**src/rtl/secure_sram_host_pkg.sv**
```systemverilog
// Shared types and helpers for the secure SRAM host controller.
// Optional statistics counters are enabled with SECURE_SRAM_HOST_STATS_EN.
package secure_sram_host_pkg;

    typedef enum logic [1:0] {
        IDLE   = 2'd0,
        DRAIN  = 2'd1,
        REKEY  = 2'd2,
        SETTLE = 2'd3
    } state_t;

    localparam int STAT_WIDTH = 32;

    // Width needed to hold a credit count from 0 up to and including depth.
    function automatic int credit_width(input int depth);
        return $clog2(depth + 1);
    endfunction

endpackage

```
**src/rtl/sram_rsp_fifo.sv**
```systemverilog
// Synchronous response FIFO with a registered head word.
// DEPTH must be a power of two (at least 2); push when full and pop when empty are ignored.
module sram_rsp_fifo #(
    parameter int DEPTH = 4,
    parameter int WIDTH = 52,
    localparam int CNT_W = $clog2(DEPTH + 1),
    localparam int AW    = $clog2(DEPTH)
) (
    input  logic             clk,
    input  logic             rst,
    input  logic             push,
    input  logic [WIDTH-1:0] push_data,
    input  logic             pop,
    output logic [WIDTH-1:0] head,
    output logic             full,
    output logic             empty,
    output logic [CNT_W-1:0] count
);

    logic [WIDTH-1:0] mem [DEPTH];
    logic [AW-1:0]    wr_ptr;
    logic [AW-1:0]    rd_ptr;
    logic             push_ok;
    logic             pop_ok;

    assign full    = (count == CNT_W'(DEPTH));
    assign empty   = (count == '0);
    assign push_ok = push & ~full;
    assign pop_ok  = pop & ~empty;

    // Storage array write port; contents need no reset because count gates visibility.
    always_ff @(posedge clk) begin
        if (push_ok) begin
            mem[wr_ptr] <= push_data;
        end
    end

    // Pointers, occupancy and the registered head word.
    always_ff @(posedge clk) begin
        if (rst) begin
            wr_ptr <= '0;
            rd_ptr <= '0;
            count  <= '0;
            head   <= '0;
        end else begin
            if (push_ok) begin
                wr_ptr <= wr_ptr + AW'(1);
            end
            if (pop_ok) begin
                rd_ptr <= rd_ptr + AW'(1);
            end
            case ({push_ok, pop_ok})
                2'b10:   count <= count + CNT_W'(1);
                2'b01:   count <= count - CNT_W'(1);
                default: count <= count;
            endcase
            // Head follows the next stored word, or bypasses the incoming word
            // when it becomes the only entry.
            if (pop_ok) begin
                if (count > CNT_W'(1)) begin
                    head <= mem[rd_ptr + AW'(1)];
                end else if (push_ok) begin
                    head <= push_data;
                end
            end else if (empty && push_ok) begin
                head <= push_data;
            end
        end
    end

endmodule

```
**src/rtl/secure_sram_host_ctrl.sv**
```systemverilog
// Initiator-side controller for the secure SRAM: request issue, read-latency
// tracking, in-order credit-limited responses and drain-then-rekey sequencing.
// Define SECURE_SRAM_HOST_STATS_EN to add read/write/rotation statistics outputs.
module secure_sram_host_ctrl
    import secure_sram_host_pkg::*;
#(
    parameter int ADDR_WIDTH    = 14,
    parameter int DATA_WIDTH    = 52,
    parameter int TRNG_A_WIDTH  = 64,
    parameter int TRNG_D_WIDTH  = 32,
    parameter int READ_LATENCY  = 2,
    parameter int RSP_DEPTH     = 4,
    parameter int SETTLE_CYCLES = 2
) (
    input  logic                    clk,
    input  logic                    rst,
    input  logic                    req_valid,
    output logic                    req_ready,
    input  logic                    req_we,
    input  logic [ADDR_WIDTH-1:0]   req_addr,
    input  logic [DATA_WIDTH-1:0]   req_wdata,
    output logic                    rsp_valid,
    input  logic                    rsp_ready,
    output logic [DATA_WIDTH-1:0]   rsp_data,
    input  logic                    rekey_req,
    output logic                    rekey_busy,
    output logic                    rekey_done,
    input  logic [TRNG_A_WIDTH-1:0] trng_a_src,
    input  logic [TRNG_D_WIDTH-1:0] trng_d_src,
    output logic                    sram_cs,
    output logic                    sram_we,
    output logic [ADDR_WIDTH-1:0]   sram_addr,
    output logic [DATA_WIDTH-1:0]   sram_wdata,
    output logic                    sram_dcr,
    output logic [TRNG_A_WIDTH-1:0] sram_trng_a,
    output logic [TRNG_D_WIDTH-1:0] sram_trng_d,
`ifdef SECURE_SRAM_HOST_STATS_EN
    output logic [STAT_WIDTH-1:0]   stat_rd_cnt,
    output logic [STAT_WIDTH-1:0]   stat_wr_cnt,
    output logic [STAT_WIDTH-1:0]   stat_rekey_cnt,
`endif
    input  logic [DATA_WIDTH-1:0]   sram_rdata
);

    localparam int CW = credit_width(RSP_DEPTH);
    // SETTLE_CYCLES is expected to be at least 1.
    localparam int SW = (SETTLE_CYCLES > 1) ? $clog2(SETTLE_CYCLES) : 1;

    state_t                  state;
    logic [CW-1:0]           credits;
    logic [READ_LATENCY-1:0] rd_pipe;
    logic [SW-1:0]           settle_cnt;
    logic                    hs;
    logic                    rd_acc;
    logic                    rsp_pop;
    logic                    fifo_push;
    logic                    fifo_full;
    logic                    fifo_empty;
    logic [CW-1:0]           fifo_count;

    // Credits count reads issued but not yet consumed, so the FIFO never overflows.
    assign req_ready  = (state == IDLE) && (credits < CW'(RSP_DEPTH));
    assign hs         = req_valid & req_ready;
    assign rd_acc     = hs & ~req_we;
    assign rsp_pop    = rsp_ready & ~fifo_empty;
    assign rsp_valid  = (fifo_count != '0);
    assign fifo_push  = rd_pipe[READ_LATENCY-1] & ~fifo_full;
    assign rekey_busy = (state != IDLE);

    // Drive the SRAM port for exactly one cycle per accepted request.
    always_ff @(posedge clk) begin
        if (rst) begin
            sram_cs    <= 1'b0;
            sram_we    <= 1'b0;
            sram_addr  <= '0;
            sram_wdata <= '0;
        end else begin
            sram_cs <= hs;
            sram_we <= hs & req_we;
            if (hs) begin
                sram_addr  <= req_addr;
                sram_wdata <= req_wdata;
            end
        end
    end

    // Track each read through the SRAM pipeline; the last stage marks valid rdata.
    always_ff @(posedge clk) begin
        if (rst) begin
            rd_pipe <= '0;
        end else begin
            rd_pipe[0] <= sram_cs & ~sram_we;
            for (int i = 1; i < READ_LATENCY; i++) begin
                rd_pipe[i] <= rd_pipe[i-1];
            end
        end
    end

    // Read credit accounting: take on read accept, return on response pop.
    always_ff @(posedge clk) begin
        if (rst) begin
            credits <= '0;
        end else begin
            case ({rd_acc, rsp_pop})
                2'b10:   credits <= credits + CW'(1);
                2'b01:   credits <= credits - CW'(1);
                default: credits <= credits;
            endcase
        end
    end

    // Rekey sequencer: keys only change once no read is inside the SRAM.
    always_ff @(posedge clk) begin
        if (rst) begin
            state       <= IDLE;
            settle_cnt  <= '0;
            sram_dcr    <= 1'b0;
            sram_trng_a <= '0;
            sram_trng_d <= '0;
            rekey_done  <= 1'b0;
        end else begin
            sram_dcr   <= 1'b0;
            rekey_done <= 1'b0;
            unique case (state)
                IDLE: begin
                    if (rekey_req) begin
                        state <= DRAIN;
                    end
                end
                DRAIN: begin
                    // A request accepted on the entry edge is still on the port here.
                    if (!(|rd_pipe) && !sram_cs) begin
                        state       <= REKEY;
                        sram_dcr    <= 1'b1;
                        sram_trng_a <= trng_a_src;
                        sram_trng_d <= trng_d_src;
                    end
                end
                REKEY: begin
                    state      <= SETTLE;
                    settle_cnt <= '0;
                end
                SETTLE: begin
                    if (settle_cnt == SW'(SETTLE_CYCLES - 1)) begin
                        state      <= IDLE;
                        rekey_done <= 1'b1;
                    end else begin
                        settle_cnt <= settle_cnt + SW'(1);
                    end
                end
                default: state <= IDLE;
            endcase
        end
    end

    sram_rsp_fifo #(
        .DEPTH (RSP_DEPTH),
        .WIDTH (DATA_WIDTH)
    ) u_rsp_fifo (
        .clk       (clk),
        .rst       (rst),
        .push      (fifo_push),
        .push_data (sram_rdata),
        .pop       (rsp_pop),
        .head      (rsp_data),
        .full      (fifo_full),
        .empty     (fifo_empty),
        .count     (fifo_count)
    );

`ifdef SECURE_SRAM_HOST_STATS_EN
    // Free-running wrap-around counters of accepted traffic and finished rotations.
    always_ff @(posedge clk) begin
        if (rst) begin
            stat_rd_cnt    <= '0;
            stat_wr_cnt    <= '0;
            stat_rekey_cnt <= '0;
        end else begin
            if (rd_acc) begin
                stat_rd_cnt <= stat_rd_cnt + STAT_WIDTH'(1);
            end
            if (hs && req_we) begin
                stat_wr_cnt <= stat_wr_cnt + STAT_WIDTH'(1);
            end
            if ((state == SETTLE) && (settle_cnt == SW'(SETTLE_CYCLES - 1))) begin
                stat_rekey_cnt <= stat_rekey_cnt + STAT_WIDTH'(1);
            end
        end
    end
`endif

endmodule
```
**config.mk**
```make
export PLATFORM = sky130hd
export DESIGN_NAME = secure_sram_host_ctrl
export DESIGN_NICKNAME = d
export VERILOG_FILES = /design/src/rtl/secure_sram_host_pkg.sv /design/src/rtl/sram_rsp_fifo.sv /design/src/rtl/secure_sram_host_ctrl.sv
export SDC_FILE = /design/constraint.sdc
export NUM_CORES = 1
export LEC_CHECK = 0
export BUFFER_PORTS_ARGS = -buffer_cell sky130_fd_sc_hd__buf_2
export CORE_MARGIN = 2
export CORE_UTILIZATION = 35
export DETAILED_ROUTE_END_ITERATION = 7
export GPL_TIMING_DRIVEN = 0
export MAX_ROUTING_LAYER = met4
export SLEW_MARGIN = 20
export SYNTH_ARGS = -nofsm -noshare
export SYNTH_HDL_FRONTEND = slang
export SYNTH_HIERARCHICAL = 1
export SYNTH_SLANG_ARGS = --single-unit
```
**constraint.sdc**
```tcl
create_clock -name clk -period 7.7 [get_ports clk]
set_clock_uncertainty 0.15 [all_clocks]
set_input_delay 0.385 -clock clk [delete_from_list [all_inputs] [get_ports clk]]
set_output_delay 0.385 -clock clk [all_outputs]
set_load 0.1 [all_outputs]
```
### Word level (Yosys, flattened, before mapping)

Memory sizes are Yosys's and may differ from the RTL's.
Index checks and enable logic that the tools add are counted.

* order comparisons: 2
* multiplexer cells: 16
* reduce and logical (&&, ||, !) cells: 19
* bitwise operators: 14
* add/sub/neg operators: 7
* equality and inequality tests: 12

Operators with widths (number)
* 52-bit two-way mux: 4
* 3-bit case mux with 2 select lines: 2
* 2-bit nonzero test: 5
* 1-bit bitwise AND: 8
* 2-bit equality test, second input constant: 4
* 2-bit case mux with 4 select lines: 1
* 3-bit by 1-bit adder with 3-bit output, second input constant: 2
* 2-bit by 1-bit equality test with 1-bit output, second input constant: 3
* 2-bit two-way mux: 3
* 2-bit inequality test, second input constant: 3
* 1-bit inverter: 6
* 2-bit OR reduction: 3
* 3-bit by 1-bit subtractor with 3-bit output, second input constant: 2
* 1-bit two-way mux: 5
* 2-bit by 1-bit adder with 2-bit output, second input constant: 2
* 2-bit AND reduction: 2
* 3-bit equality test, second input constant: 1
* 3-bit by 1-bit > comparator with 1-bit output, second input constant: 1
* 1-bit logical AND: 3
* 3-bit zero test: 1
* 3-bit less-than comparator, second input constant: 1
* 3-bit by 2-bit inequality test with 1-bit output, second input constant: 1
* 3-bit AND reduction: 1
* 3-bit nonzero test: 1
* 4 further kinds: 5

* memories: 1
* register bits after elaboration: 233
* bits in writable memories: 208
* output and inout bits: 221
* word-level logic and storage cells: 87

Memories
* u_rsp_fifo.mem: words 4, width 52, read ports 1, clocked after Yosys merged registers in 0, wr ports 1, line sram_rsp_fifo.sv:20 `logic [WIDTH-1:0] mem [DEPTH];`

### Longest topological paths before layout

Gate-level depths: netlist (run 1).

* depth in word-level cells: 7
* mapped depth: 13
* gate-level depth less buffers: 11

### Modules after synthesis

Netlist (run 1), hierarchy kept.

Modules (own cells, without submodules)
* sram_rsp_fifo: times used 1, area each 10664.0 um^2, seq. area each 7427.1 um^2, cells each 627
* secure_sram_host_ctrl: times used 1, area each 6115.9 um^2, seq. area each 3483.3 um^2, cells each 762

### Worst setup path after synthesis (run 1)

OpenSTA, ideal clock, no wires.

* path kind: reg-to-reg
* from: reg u_rsp_fifo.count[0]
* to: mem u_rsp_fifo.mem[0][0], enable pin
* data required time: 7135 ps
* data arrival time: 2692 ps
* library setup time: 415 ps
* path slack: 4443 ps
* stages on the path, launching flop included: 7
* cell sequence: dfxtp_1 > inv_1 > ha_1 > and2_1 > nor2b_1 > a21boi_1 > and2_1

* cells in the longest elaborated chain, start to end: 6

Ends and longest elaborated chain
* start, declared: line sram_rsp_fifo.sv:17 `output logic [CNT_W-1:0] count`
* start signal, assigned: line sram_rsp_fifo.sv:53 `2'b10: count <= count + CNT_W'(1);`
* start signal, assigned: line sram_rsp_fifo.sv:54 `2'b01: count <= count - CNT_W'(1);`
* start signal, assigned: line sram_rsp_fifo.sv:55 `default: count <= count;`
* 3-bit equality test: line sram_rsp_fifo.sv:26 `assign full = (count == CNT_W'(DEPTH));`
* named net fifo_full: line secure_sram_host_ctrl.sv:57 `logic fifo_full;`
* 1-bit inverter: line secure_sram_host_ctrl.sv:67 `assign fifo_push = rd_pipe[READ_LATENCY-1] & ~fifo_full;`
* 1-bit bitwise AND: line secure_sram_host_ctrl.sv:67
* named net fifo_push: line secure_sram_host_ctrl.sv:56 `logic fifo_push;`
* 1-bit bitwise AND: line sram_rsp_fifo.sv:28 `assign push_ok = push & ~full;`
* 1-bit two-way mux: line sram_rsp_fifo.sv:33 `if (push_ok) begin`
* 1-bit two-way mux (implied by the code): line sram_rsp_fifo.sv:34 `mem[wr_ptr] <= push_data;`
* end, declared: line sram_rsp_fifo.sv:20

The timed path passes the listed nets, and every way through them passes these cells.

### Worst setup path in the final report (run 1)

* from: reg u_rsp_fifo.count[0]
* to: reg u_rsp_fifo.head[4]

* cells in the longest elaborated chain, start to end: 7

Ends and longest elaborated chain
* 3-bit equality test *: line sram_rsp_fifo.sv:26
* named net fifo_full: line secure_sram_host_ctrl.sv:57
* 1-bit inverter *: line secure_sram_host_ctrl.sv:67
* 1-bit bitwise AND *: line secure_sram_host_ctrl.sv:67
* named net fifo_push: line secure_sram_host_ctrl.sv:56
* 1-bit bitwise AND *: line sram_rsp_fifo.sv:28
* 1-bit logical AND: line sram_rsp_fifo.sv:65 `end else if (empty && push_ok) begin`
* 2-bit nonzero test (no line)
* 2-bit AND reduction (no line) *
* end signal, assigned: line sram_rsp_fifo.sv:61 `head <= mem[rd_ptr + AW'(1)];`
* end signal, assigned: line sram_rsp_fifo.sv:63 `head <= push_data;`
* end signal, assigned: line sram_rsp_fifo.sv:66 `head <= push_data;`
* end, declared: line sram_rsp_fifo.sv:14 `output logic [WIDTH-1:0] head,`

Mark *: on every way through the listed nets, which the timed path passes. The rest lies on a longest branch.
A chain may end at the register's enable or synchronous reset.

==> results of run 1 <==
[tightest hold or removal path, cell delays in order]
cell	delay (ns)
buf_2	0.17
nand2b_1	0.12
mux2i_1	0.06
[final cells by class]
type                       count  area (um^2)
buffer                       104        509.2
timing repair buffer         659         4464
multi-input combinational    833         5329
clock inverter                24        246.5
tap                          615        769.5
inverter                      11        41.29
fill                        4190        23940
clock buffer                  62         1314
antenna                       10        25.02
sequential                   441        10910
[stage by stage]
step | area, um^2 | util | setup WS, ns | cells | hold WS [ns]
detailed placement | 19870 | 0.4179 | 3.988 | 2448 | 0.2924
CTS | 23580 | 0.4960 | 3.978 | 2749 | 0.08958
floorplan | 16780 | - | 4.443 | 1389 | 0.2864
global route | 23610 | 0.4966 | 3.657 | 2759 | 0.1246
finish | 23610 | 0.4966 | 3.903 | 2759 | 0.09298
global placement | 19750 | 0.4154 | 3.035 | 2444 | 0.2885
[cells by family (layout without fill, tap and decap cells)]
| kind of cell | after synthesis | after routing | share of synthesized area |
|---|---|---|---|
| compound gates | 282 | 282 | 0.1165 |
| flops | 441 | 441 | 0.6502 |
| buf+inv | 115 | 860 | 0.03281 |
| xor+xnor | 6 | 6 | 0.003132 |
| simple gates | 472 | 472 | 0.1118 |
| fa+ha+maj | 17 | 17 | 0.01312 |
| mux | 56 | 56 | 0.07248 |
| other cells | 0 | 10 | 0 |
[path summary, 6_finish.rpt]
| kind | start | slack [ns] | cells past startpoint | to |
|---|---|---|---|---|
| worst min register to register | sram_we | 0.30 | 1 | rd_pipe[0] |
| worst min-delay path | rst | 0.09 | 3 | state[1] |
| worst max register to register | u_rsp_fifo/count[0] | 3.90 | 12 | u_rsp_fifo/head[4] |
| worst max-delay path | u_rsp_fifo/count[0] | 3.90 | 12 | u_rsp_fifo/head[4] |
[registers in the layout, summed over array words and instances, names as in the netlist, 2 cells and up]
name,cells
state,2
sram_trng_a,64
sram_wdata,52
u_rsp_fifo/count,3
rd_pipe,2
sram_trng_d,32
credits,3
u_rsp_fifo/rd_ptr,2
u_rsp_fifo/wr_ptr,2
sram_addr,14
u_rsp_fifo/mem,208
u_rsp_fifo/head,52
[synth_stat cells, drive strengths merged, types with 2 or more instances]
cell,n,area share
mux2i,3,0.0018
inv,11,0.0025
o21ai,2,0.00060
a21oi,219,0.065
clkbuf,71,0.016
o211ai,2,0.0012
dfxtp,233,0.28
mux4,52,0.070
nand2,427,0.096
nor2,15,0.0034
edfxtp,208,0.37
a211oi,2,0.00089
xor2,3,0.0016
nor2b,4,0.0015
buf,33,0.014
nand2b,5,0.0023
ha,16,0.012
or3,3,0.0011
and2,8,0.0030
xnor2,3,0.0016
nor3b,2,0.00089
a311oi,51,0.045
[power by group through the flow]
stage | registers, mW | logic [mW] | clock network [mW]
after detailed placement | 2.82 | 2.51 | 0
after floorplan | 4.16 | 0.667 | 0
after global placement | 2.82 | 2.49 | 0
final | 2.78 | 2.61 | 2.25
after global routing | 2.80 | 2.73 | 2.39
after CTS | 2.77 | 2.60 | 2.31
[cells in the final DEF, fill, tap and decap left out, types with 3 or more instances in the layout]
master	instances
buf_1	3
mux4_2	52
nand2b_1	4
nand2_1	427
and2_1	4
mux2i_1	3
a311oi_2	50
buf_2	454
ha_1	16
xor2_1	3
clkinv_2	10
clkbuf_8	6
clkinvlp_4	3
clkinv_1	3
bufinv_16	3
a21oi_1	219
dlygate4sd3_1	215
nor2b_1	4
or3_1	3
and2_4	4
xnor2_1	3
clkbuf_16	48
buf_16	4
buf_6	11
nor2_1	15
diode_2	10
inv_1	10
dfxtp_1	233
clkbuf_1	79
edfxtp_1	208
buf_4	5
[routing by layer]
layer,vias to the layer above,global-route usage,part of all wire
met2,454,0.3549,0.50
met3,130,0.04504,0.064
met4,0,0.09418,0.041
met1,6493,0.2315,0.39
li1,6346,-,-
met5,-,-,0
[what timing repair did]
action                                 in CTS  in global routing
endpoints found under the hold margin     422                  0
buffers inserted                            0                  0
setup endpoints to repair                   0                  0
resized for setup                           0                  0
hold buffers                              215                  0
==> run metrics, run 1 <==
port bufs 440; CTS sink cnt 441; switching share of power 0.4135; Lkg Pwr 9.245 nW; Synth Warn # 6; Synth Register Bits 441; drc violations 0; DIE AREA 0.04971 mm^2; die height 223.0 um; mean post-synth cell area 12.08 um^2; switching power 3.158 mW; Clock Latency Late Sink 0.58 ns; Max transition margin 0.3427; critical path peak fanout 10; via count 13.42k; Setup CP Type reg -> reg; Synth Cell Area 0.01678 mm^2; Initial Util 0.3529; final hold violations 0; clock slew at reported path FFs 0.06 ns; worst hold-check path type in -> reg; setup TNS 0 ns; CP Data Required Time 8.03 ns; gpl congestion 0.9093; Total Power 7.639 mW; minimum clock period 3.797 ns; First DRT Iteration DRCs 802; first-pass GRT wire length 76800 um; total gr overflow 0; Max-cap violations 0; Worst Path Buf+Inv 4; drt total wl 52250 um; P&R area growth vs syn 40.70%; vias in the first global route 13.48k; Final HPWL DP 36090 um; sequential-to-total area share from yosys stat 0.6502; Worst path slowest cell a21boi_1; Wirelength per Cell 18.94 um; chip width 223.0 um; clk root buf clkbuf_16; Tot GR Track Use 0.2070; sequential group share of total power 0.363; Tcrit/Tclk final 0.4931; Cell Int Power 4.480 mW; CTS tree yes; Comb power frac 0.342; layout cell share with drive strength beyond 1 0.3097; syn nets 1626; critical path startpoint category flip-flop; Fmax 263.4 MHz; number of flops mapped to enable cells by yosys 208; number of CTS-inserted buffers 47; Synth async-reset ratio 0; worst slew pin tran 0.9860 ns; Worst EP arrival 4.13 ns; unrepaired setup endpoints after global routing false; biggest cell delay along the critical path 0.57 ns; clock network power share 0.295; Site Rows 80; Pwr per Cell Area 323.5 mW/mm^2; status finished clean; DRT Pass-1 Iters 5; clk buf depth 3; io pins 441; crit end category flip-flop; Core ar. 0.04755 mm^2; Syn Inst Count 1389; Crit path max-delay family compound AO/OA/AOI/OAI gates; Nets 2334; maximum vdd drop 0.1982 mV; CTS H-tree lvls 2; Final setup viols 0; initial antenna violation count 12; Distinct cells, synth 45; Slew Limit Fails 0; Main synth FF type dfxtp_1; largest net degree at the start of global routing 43; worst path cell trace inv_1 -> ha_1 -> and2_1 -> nor2b_1 -> a21boi_1 -> inv_1 -> ha_1 -> or3b_1 -> buf_2 -> clkbuf_1 -> a21oi_1 -> a311oi_2; post-route ant nets 0; Via density 4.865
Power figures use the tool's default switching activity.
==> run 2: changes to the inputs <==
--- a/config.mk
+++ b/config.mk
@@ -5,6 +5,7 @@
 export SDC_FILE = /design/constraint.sdc
 export NUM_CORES = 1
 export LEC_CHECK = 0
+export ABC_AREA = 1
 export BUFFER_PORTS_ARGS = -buffer_cell sky130_fd_sc_hd__buf_2
 export CORE_MARGIN = 2
 export CORE_UTILIZATION = 35
==> constraint.sdc (replaced) <==
create_clock -name clk -period 3.8 [get_ports clk]
set_clock_uncertainty 0.15 [all_clocks]
set_input_delay 0.19 -clock clk [delete_from_list [all_inputs] [get_ports clk]]
set_output_delay 0.19 -clock clk [all_outputs]
set_load 0.1 [all_outputs]
==> run 2 against run 1 <==
Non-clock buffer count rose by 45. Worst setup slack got worse by 3.3 ns. Via count increased by 22%. Sequential cell count is the same. Sequential share of layout area shrank 2.7 points. Combinational power rose by 100%. Fmax up 17%. Global-route usage rose by 2.6 points.
==> run metrics, run 2 <==
status finished clean; met2 WL 31140 um (+19%); Setup CP Type reg -> reg; layout cell share with drive strength beyond 1 0.2552 (-0.05453); DIE AREA 0.05323 mm^2 (+7.1%); Layout fillers 4660 (+11%); Distinct cells, synth 33 (-27%); Final HPWL DP 43570 um (+21%); clk buf depth 3 (unchanged); Worst EP arrival 3.59 ns (-0.54 ns); Commonest cells post-synth nand2_1 (567), dfxtp_1 (233), edfxtp_1 (208); clock slew at reported path FFs 0.06 ns (about the same); area leader, netlist edfxtp_1; Comb power frac 0.341 (about the same); max FFs per register 208 (unchanged); crit end category flip-flop; Max-cap violations 0 (unchanged); Lkg Pwr 10.70 nW (+16%); CTS-repair resized insts 0 (unchanged); commonest cells after routing, fill and taps aside nand2_1 (567), buf_2 (491), dfxtp_1 (233); Syn Inst Count 1929 (+39%); fin cells 3365 (+22%); minimum clock period 3.246 ns (-0.5505 ns); number of CTS-inserted buffers 48 (+2.1%); Design Area, Final 0.02508 mm^2 (+6.2%); CP Data Required Time 4.15 ns (-3.88 ns); largest net degree at the start of global routing 22 (-49%); Max transition margin 0.3753 (+0.03266); Clock Latency Late Sink 0.59 ns (about the same); final hold violations 0 (unchanged); mean post-synth cell area 9.327 um^2 (-23%); critical path startpoint category flip-flop; sequential group share of total power 0.359 (-0.004); drt total wl 61610 um (+18%); Final setup viols 0 (unchanged); chip width 230.7 um (+3.5%); Top Registers u_rsp_fifo/mem (208), sram_trng_a (64); die height 230.7 um (+3.5%); Site Rows 83 (+3.8%); Wirelength per Cell 18.31 um (-3.3%); clk root buf clkbuf_16; setup TNS 0 ns (unchanged); placed inst area 0.02130 mm^2 (+7.2%); CTS sink cnt 441 (unchanged); post-synth top area share 0.3472 (-0.02506); Synth Cell Area 0.01799 mm^2 (+7.2%); Slew Limit Fails 0 (unchanged); ranking of synthesized cells by area edfxtp_1 (35%), dfxtp_1 (26%), nand2_1 (12%), a21oi_1 (5.4%), nand3_1 (4.3%); Core ar. 0.05109 mm^2 (+7.5%); top layer in use met4; via count 16.33k (+22%); first-pass GRT wire length 92800 um (+21%); Pwr per Cell Area 624.4 mW/mm^2 (+93%); Most common cell on crit path inv_1; switching share of power 0.4126 (-0.0008516); Hold-fix buffers, CTS 218 (+1.4%); Tot GR Track Use 0.2332 (+0.02614); switching power 6.463 mW (+100%); top-count cell post-synth nand2_1; wire length on met3 4587 um (+37%); Initial Util 0.3521 (-0.0008053); maximum vdd drop 0.6558 mV (+230%); Fmax 308.0 MHz (+17%); most common cell after layout, fill and taps aside nand2_1; CTS tree yes; worst path cell trace inv_1 -> ha_1 -> nand2_1 -> inv_1 -> nor2_1 -> inv_1 -> nor2_1 -> inv_1 -> ha_1 -> nand2_1 -> nand2_2 -> inv_2 -> buf_2 -> nand3_1 -> a21oi_1; Tcrit/Tclk final 0.8543 (+0.3612); syn nets 2166 (+33%); biggest cell delay along the critical path 0.43 ns (-0.14 ns); Synth Register Bits 441 (unchanged); Crit path max-delay family buffers and inverters; total gr overflow 0 (unchanged); Synth Warn # 6 (unchanged); sequential-to-total area share from yosys stat 0.6064 (-0.04377); io pins 441 (unchanged); P&R area growth vs syn 39.43%; number of flops mapped to enable cells by yosys 208 (unchanged); Nets 2882 (+23%); Worst path slowest cell dfxtp_1; post-route ant nets 0 (unchanged); Worst Path Buf+Inv 6 (+2); CTS H-tree lvls 2 (unchanged); worst hold-check path type in -> reg; First DRT Iteration DRCs 780 (-2.7%); dpl cells 3057 (+25%); clock network power share 0.301 (+0.006); Cell Int Power 9.201 mW (+110%); port bufs 438 (-0.45%); vias in the first global route 16.51k (+22%); hold_ws 0.07648 ns (-0.01650 ns); Top reg by flops u_rsp_fifo/mem; DRT Pass-1 Iters 5 (unchanged); post-CTS setup buffer count 0 (unchanged); worst slew pin tran 0.9370 ns (-0.04899 ns); routed length on met1 22990 um (+12%); drc violations 0 (unchanged); Synth async-reset ratio 0 (unchanged); Total Power 15.66 mW (+110%); initial antenna violation count 1 (-11); critical path peak fanout 10 (unchanged); unrepaired setup endpoints after global routing false; Main synth FF type dfxtp_1; gpl congestion 0.8955 (-1.5%); Via density 4.852 (-0.26%)
[run 2: cell types whose count changed after synthesis, sizes merged, moves of 4 or more]
cell / before / now
nand3: 1 / 175
nand2: 427 / 600
inv: 11 / 138
nand4: 0 / 97
o21ai: 2 / 63
mux4: 52 / 0
a311oi: 51 / 0
buf: 33 / 68
nor2: 15 / 24
and2: 8 / 0
a21oi: 219 / 224
nand2b: 5 / 0
nor2b: 4 / 0
[run 2: cell type report]
class	instances	area, um^2	share of cell area
Buffer	142	694.4	0.02768
Clock buffer	69	1381	0.05507
Multi-Input combinational cell	1208	5898	0.2351
Antenna cell	1	2.502	0.00009976
Tap cell	680	850.8	0.03392
Clock inverter	20	214.0	0.008530
Sequential cell	441	10910	0.4350
Timing Repair Buffer	666	4614	0.1840
Inverter	138	518.0	0.02065
[run 2: cell families (layout without fill, tap and decap cells)]
kind of cell	Yosys count	after routing	share of synthesized area
buffers and inverters	280	1035	0.06739
other	0	1	0
AND/OR/NAND/NOR	901	901	0.2267
adder cells (fa/ha/maj)	17	17	0.01224
AO/OA/AOI/OAI	289	289	0.08679
flip-flops	441	441	0.6064
XOR/XNOR	1	1	0.0004869
[run 2: worst reg2reg max path: stages, from the launching register on]
cell	delay, ns
dfxtp_1	0.43
inv_1	0.12
ha_1	0.25
nand2_1	0.08
inv_1	0.05
nor2_1	0.09
inv_1	0.05
nor2_1	0.17
inv_1	0.25
ha_1	0.30
nand2_1	0.08
nand2_2	0.23
inv_2	0.33
buf_2	0.29
nand3_1	0.16
a21oi_1	0.15
[run 2: power groups by stage]
| stage | combinational, mW | sequential, mW | clock [mW] |
|---|---|---|---|
| after floorplan | 1.36 | 8.35 | 0 |
| after global placement | 5.07 | 5.69 | 0 |
| after detailed placement | 5.12 | 5.70 | 0 |
| after CTS | 5.31 | 5.61 | 4.80 |
| after global routing | 5.58 | 5.66 | 5.00 |
| final | 5.34 | 5.62 | 4.71 |
[run 2: path summary, 6_finish.rpt]
kind	from	endpoint	slack (ns)	depth (start not counted)
worst min register to register	rd_pipe[0]	rd_pipe[1]	0.30	2
worst max register to register	u_rsp_fifo/count[0]	u_rsp_fifo/head[18]	0.55	15
worst max-delay path	u_rsp_fifo/count[0]	u_rsp_fifo/head[18]	0.55	15
worst min-delay path	req_valid	sram_wdata[3]	0.08	4
[run 2: routing by layer]
layer | global-route usage | up-vias
li1 | - | 7910
met1 | 0.2466 | 7656
met2 | 0.4095 | 603
met3 | 0.05867 | 159
met4 | 0.1060 | 0
met5 | - | -
[run 2: metrics by stage]
step                  util  setup slack (ns)
floorplan                -           -0.1998
global placement    0.4117            -2.595
detailed placement  0.4170            0.5645
CTS                 0.4909            0.5196
global route        0.4909            0.3161
finish              0.4909            0.5536
==> run 3: changes to the inputs <==
--- a/config.mk
+++ b/config.mk
@@ -5,7 +5,6 @@
 export SDC_FILE = /design/constraint.sdc
 export NUM_CORES = 1
 export LEC_CHECK = 0
-export ABC_AREA = 1
 export BUFFER_PORTS_ARGS = -buffer_cell sky130_fd_sc_hd__buf_2
 export CORE_MARGIN = 2
 export CORE_UTILIZATION = 35
==> run 3 against run 2 <==
Non-clock buffer count down 42. Combinational power down 0.7%. Critical path type unchanged. Register-to-register slack worse by 0.23 ns. Largest power group unchanged.
==> run metrics, run 3 (synthesized netlist as in run 1, its figures left out) <==
post-CTS setup buffer count 0 (unchanged); Pwr per Cell Area 655.2 mW/mm^2 (+4.9%); setup ws final 0.3270 ns (-0.2265 ns); die height 223.0 um (-3.4%); drt total wl 52290 um (-15%); switching power 6.403 mW (-0.92%); clk root buf clkbuf_16; CP Data Required Time 4.14 ns (about the same); minimum clock period 3.473 ns (+0.2265 ns); port bufs 440 (+0.46%); largest net degree at the start of global routing 43 (+95%); vias in the first global route 13.49k (-18%); DRT Pass-1 Iters 5 (unchanged); clock slew at reported path FFs 0.06 ns (about the same); layout cell share with drive strength beyond 1 0.3102 (+0.05503); io pins 441 (unchanged); commonest cells after routing, fill and taps aside buf_2 (454), nand2_1 (427), dfxtp_1 (233); Tot GR Track Use 0.2071 (-0.02611); clk buf depth 3 (unchanged); Placement Setup Slack 0.08766 ns (-0.4768 ns); Slew Limit Fails 0 (unchanged); final hold violations 0 (unchanged); drc violations 0 (unchanged); worst slew pin tran 0.9847 ns (+0.04766 ns); unrepaired setup endpoints after global routing false; number of CTS-inserted buffers 47 (-2.1%); Setup CP Type reg -> reg; clock network power share 0.295 (-0.006); first-pass GRT wire length 76830 um (-17%); biggest cell delay along the critical path 0.51 ns (+0.08 ns); Nets 2337 (-19%); CTS sink cnt 441 (unchanged); Cell Int Power 9.087 mW (-1.2%); Via density 4.856 (about the same); Fmax 287.9 MHz (-6.5%); sequential group share of total power 0.363 (+0.004); Max-cap violations 0 (unchanged); switching share of power 0.4134 (+0.0007616); P&R area growth vs syn 40.89%; First DRT Iteration DRCs 730 (-6.4%); Wirelength per Cell 18.94 um (+3.4%); Top Registers u_rsp_fifo/mem (208), sram_trng_a (64); Worst path slowest cell clkbuf_1; Clock Latency Late Sink 0.58 ns (about the same); Site Rows 80 (-3.6%); Final HPWL DP 36090 um (-17%); critical path peak fanout 10 (unchanged); worst hold-check path type in -> reg; Final setup viols 0 (unchanged); initial antenna violation count 11 (+10); Worst EP arrival 3.81 ns (+0.22 ns); status finished clean; Max transition margin 0.3436 (-0.03177); Core ar. 0.04755 mm^2 (-6.9%); Top reg by flops u_rsp_fifo/mem; Lkg Pwr 9.263 nW (-13%); post-route ant nets 0 (unchanged); Initial Util 0.3529 (+0.0008053); CTS H-tree lvls 2 (unchanged); crit end category flip-flop; total gr overflow 0 (unchanged); Comb power frac 0.342 (about the same); critical path startpoint category flip-flop; gpl congestion 0.9093 (+1.5%); Tcrit/Tclk final 0.9139 (+0.05962); CTS tree yes; max FFs per register 208 (unchanged); via count 13.41k (-18%); most common cell after layout, fill and taps aside buf_2; Total Power 15.49 mW (-1.1%); chip width 223.0 um (-3.4%); maximum vdd drop 0.4032 mV (-39%); DIE AREA 0.04971 mm^2 (-6.6%); worst path cell trace inv_1 -> ha_1 -> and2_1 -> nor2b_1 -> a21boi_2 -> inv_1 -> ha_1 -> or3b_1 -> buf_2 -> clkbuf_1 -> a21oi_1 -> a311oi_2
## run 3: per-stage QoR
step	area (um^2)	hold slack, ns	setup TNS (ns)	cells	util
6_report	23640	0.1250	0	2761	0.4972
2_1_floorplan	16780	0.1389	0	1389	-
3_5_place_dp	19870	0.2659	0	2448	0.4179
4_1_cts	23610	0.1303	0	2752	0.4967
3_3_place_gp	19750	0.2581	-162.81	2444	0.4154
5_1_grt	23640	0.2038	0	2761	0.4972
## run 3: cell type report
| type | instances | area, um^2 |
|---|---|---|
| fillers | 4191 | 23900 |
| flip-flops and latches | 441 | 10910 |
| diodes | 9 | 22.52 |
| repair buffers | 662 | 4494 |
| multi-input cells | 833 | 5333 |
| well taps | 615 | 769.5 |
| clock buffers | 62 | 1314 |
| clock inverters | 24 | 246.5 |
| inverters | 11 | 41.29 |
| plain buffers | 104 | 510.5 |
## run 3: final timing paths
check / cells after the start / to / startpoint / slack [ns]
worst min register to register: 1 / rd_pipe[0] / sram_we / 0.30
worst max register to register: 12 / u_rsp_fifo/head[47] / u_rsp_fifo/count[0] / 0.33
worst min-delay path: 5 / u_rsp_fifo/rd_ptr[1] / rsp_ready / 0.12
worst max-delay path: 12 / u_rsp_fifo/head[47] / u_rsp_fifo/count[0] / 0.33
## run 3: repair_timing
item | 4_1_cts | 5_1_grt
gates resized for setup | 0 | 3
endpoints found under the hold margin | 425 | 0
hold buffers | 218 | 0
setup endpoints to repair | 0 | 50
## run 3: critical path: cells and delay by family (launching register included)
family / cells / cell delay [ns]
buf+inv: 4 / 0.95
simple gates: 3 / 0.50
flops: 1 / 0.43
fa+ha+maj: 2 / 0.50
compound gates: 3 / 0.83
## run 3: layer usage
layer / vias to the layer above / global-route usage / routed length (um)
li1: 6357 / - / -
met1: 6469 / 0.2312 / 20520
met4: 0 / 0.09179 / 2124
met3: 129 / 0.04557 / 3299
met2: 453 / 0.3560 / 26340
met5: - / - / 0
## run 3: power by group through the flow
stage,registers (mW),clock network [mW],logic [mW]
2_1_floorplan,8.42,0,1.35
5_1_grt,5.67,4.84,5.55
6_report,5.63,4.57,5.30
3_3_place_gp,5.71,0,5.05
3_5_place_dp,5.72,0,5.09
4_1_cts,5.62,4.67,5.29
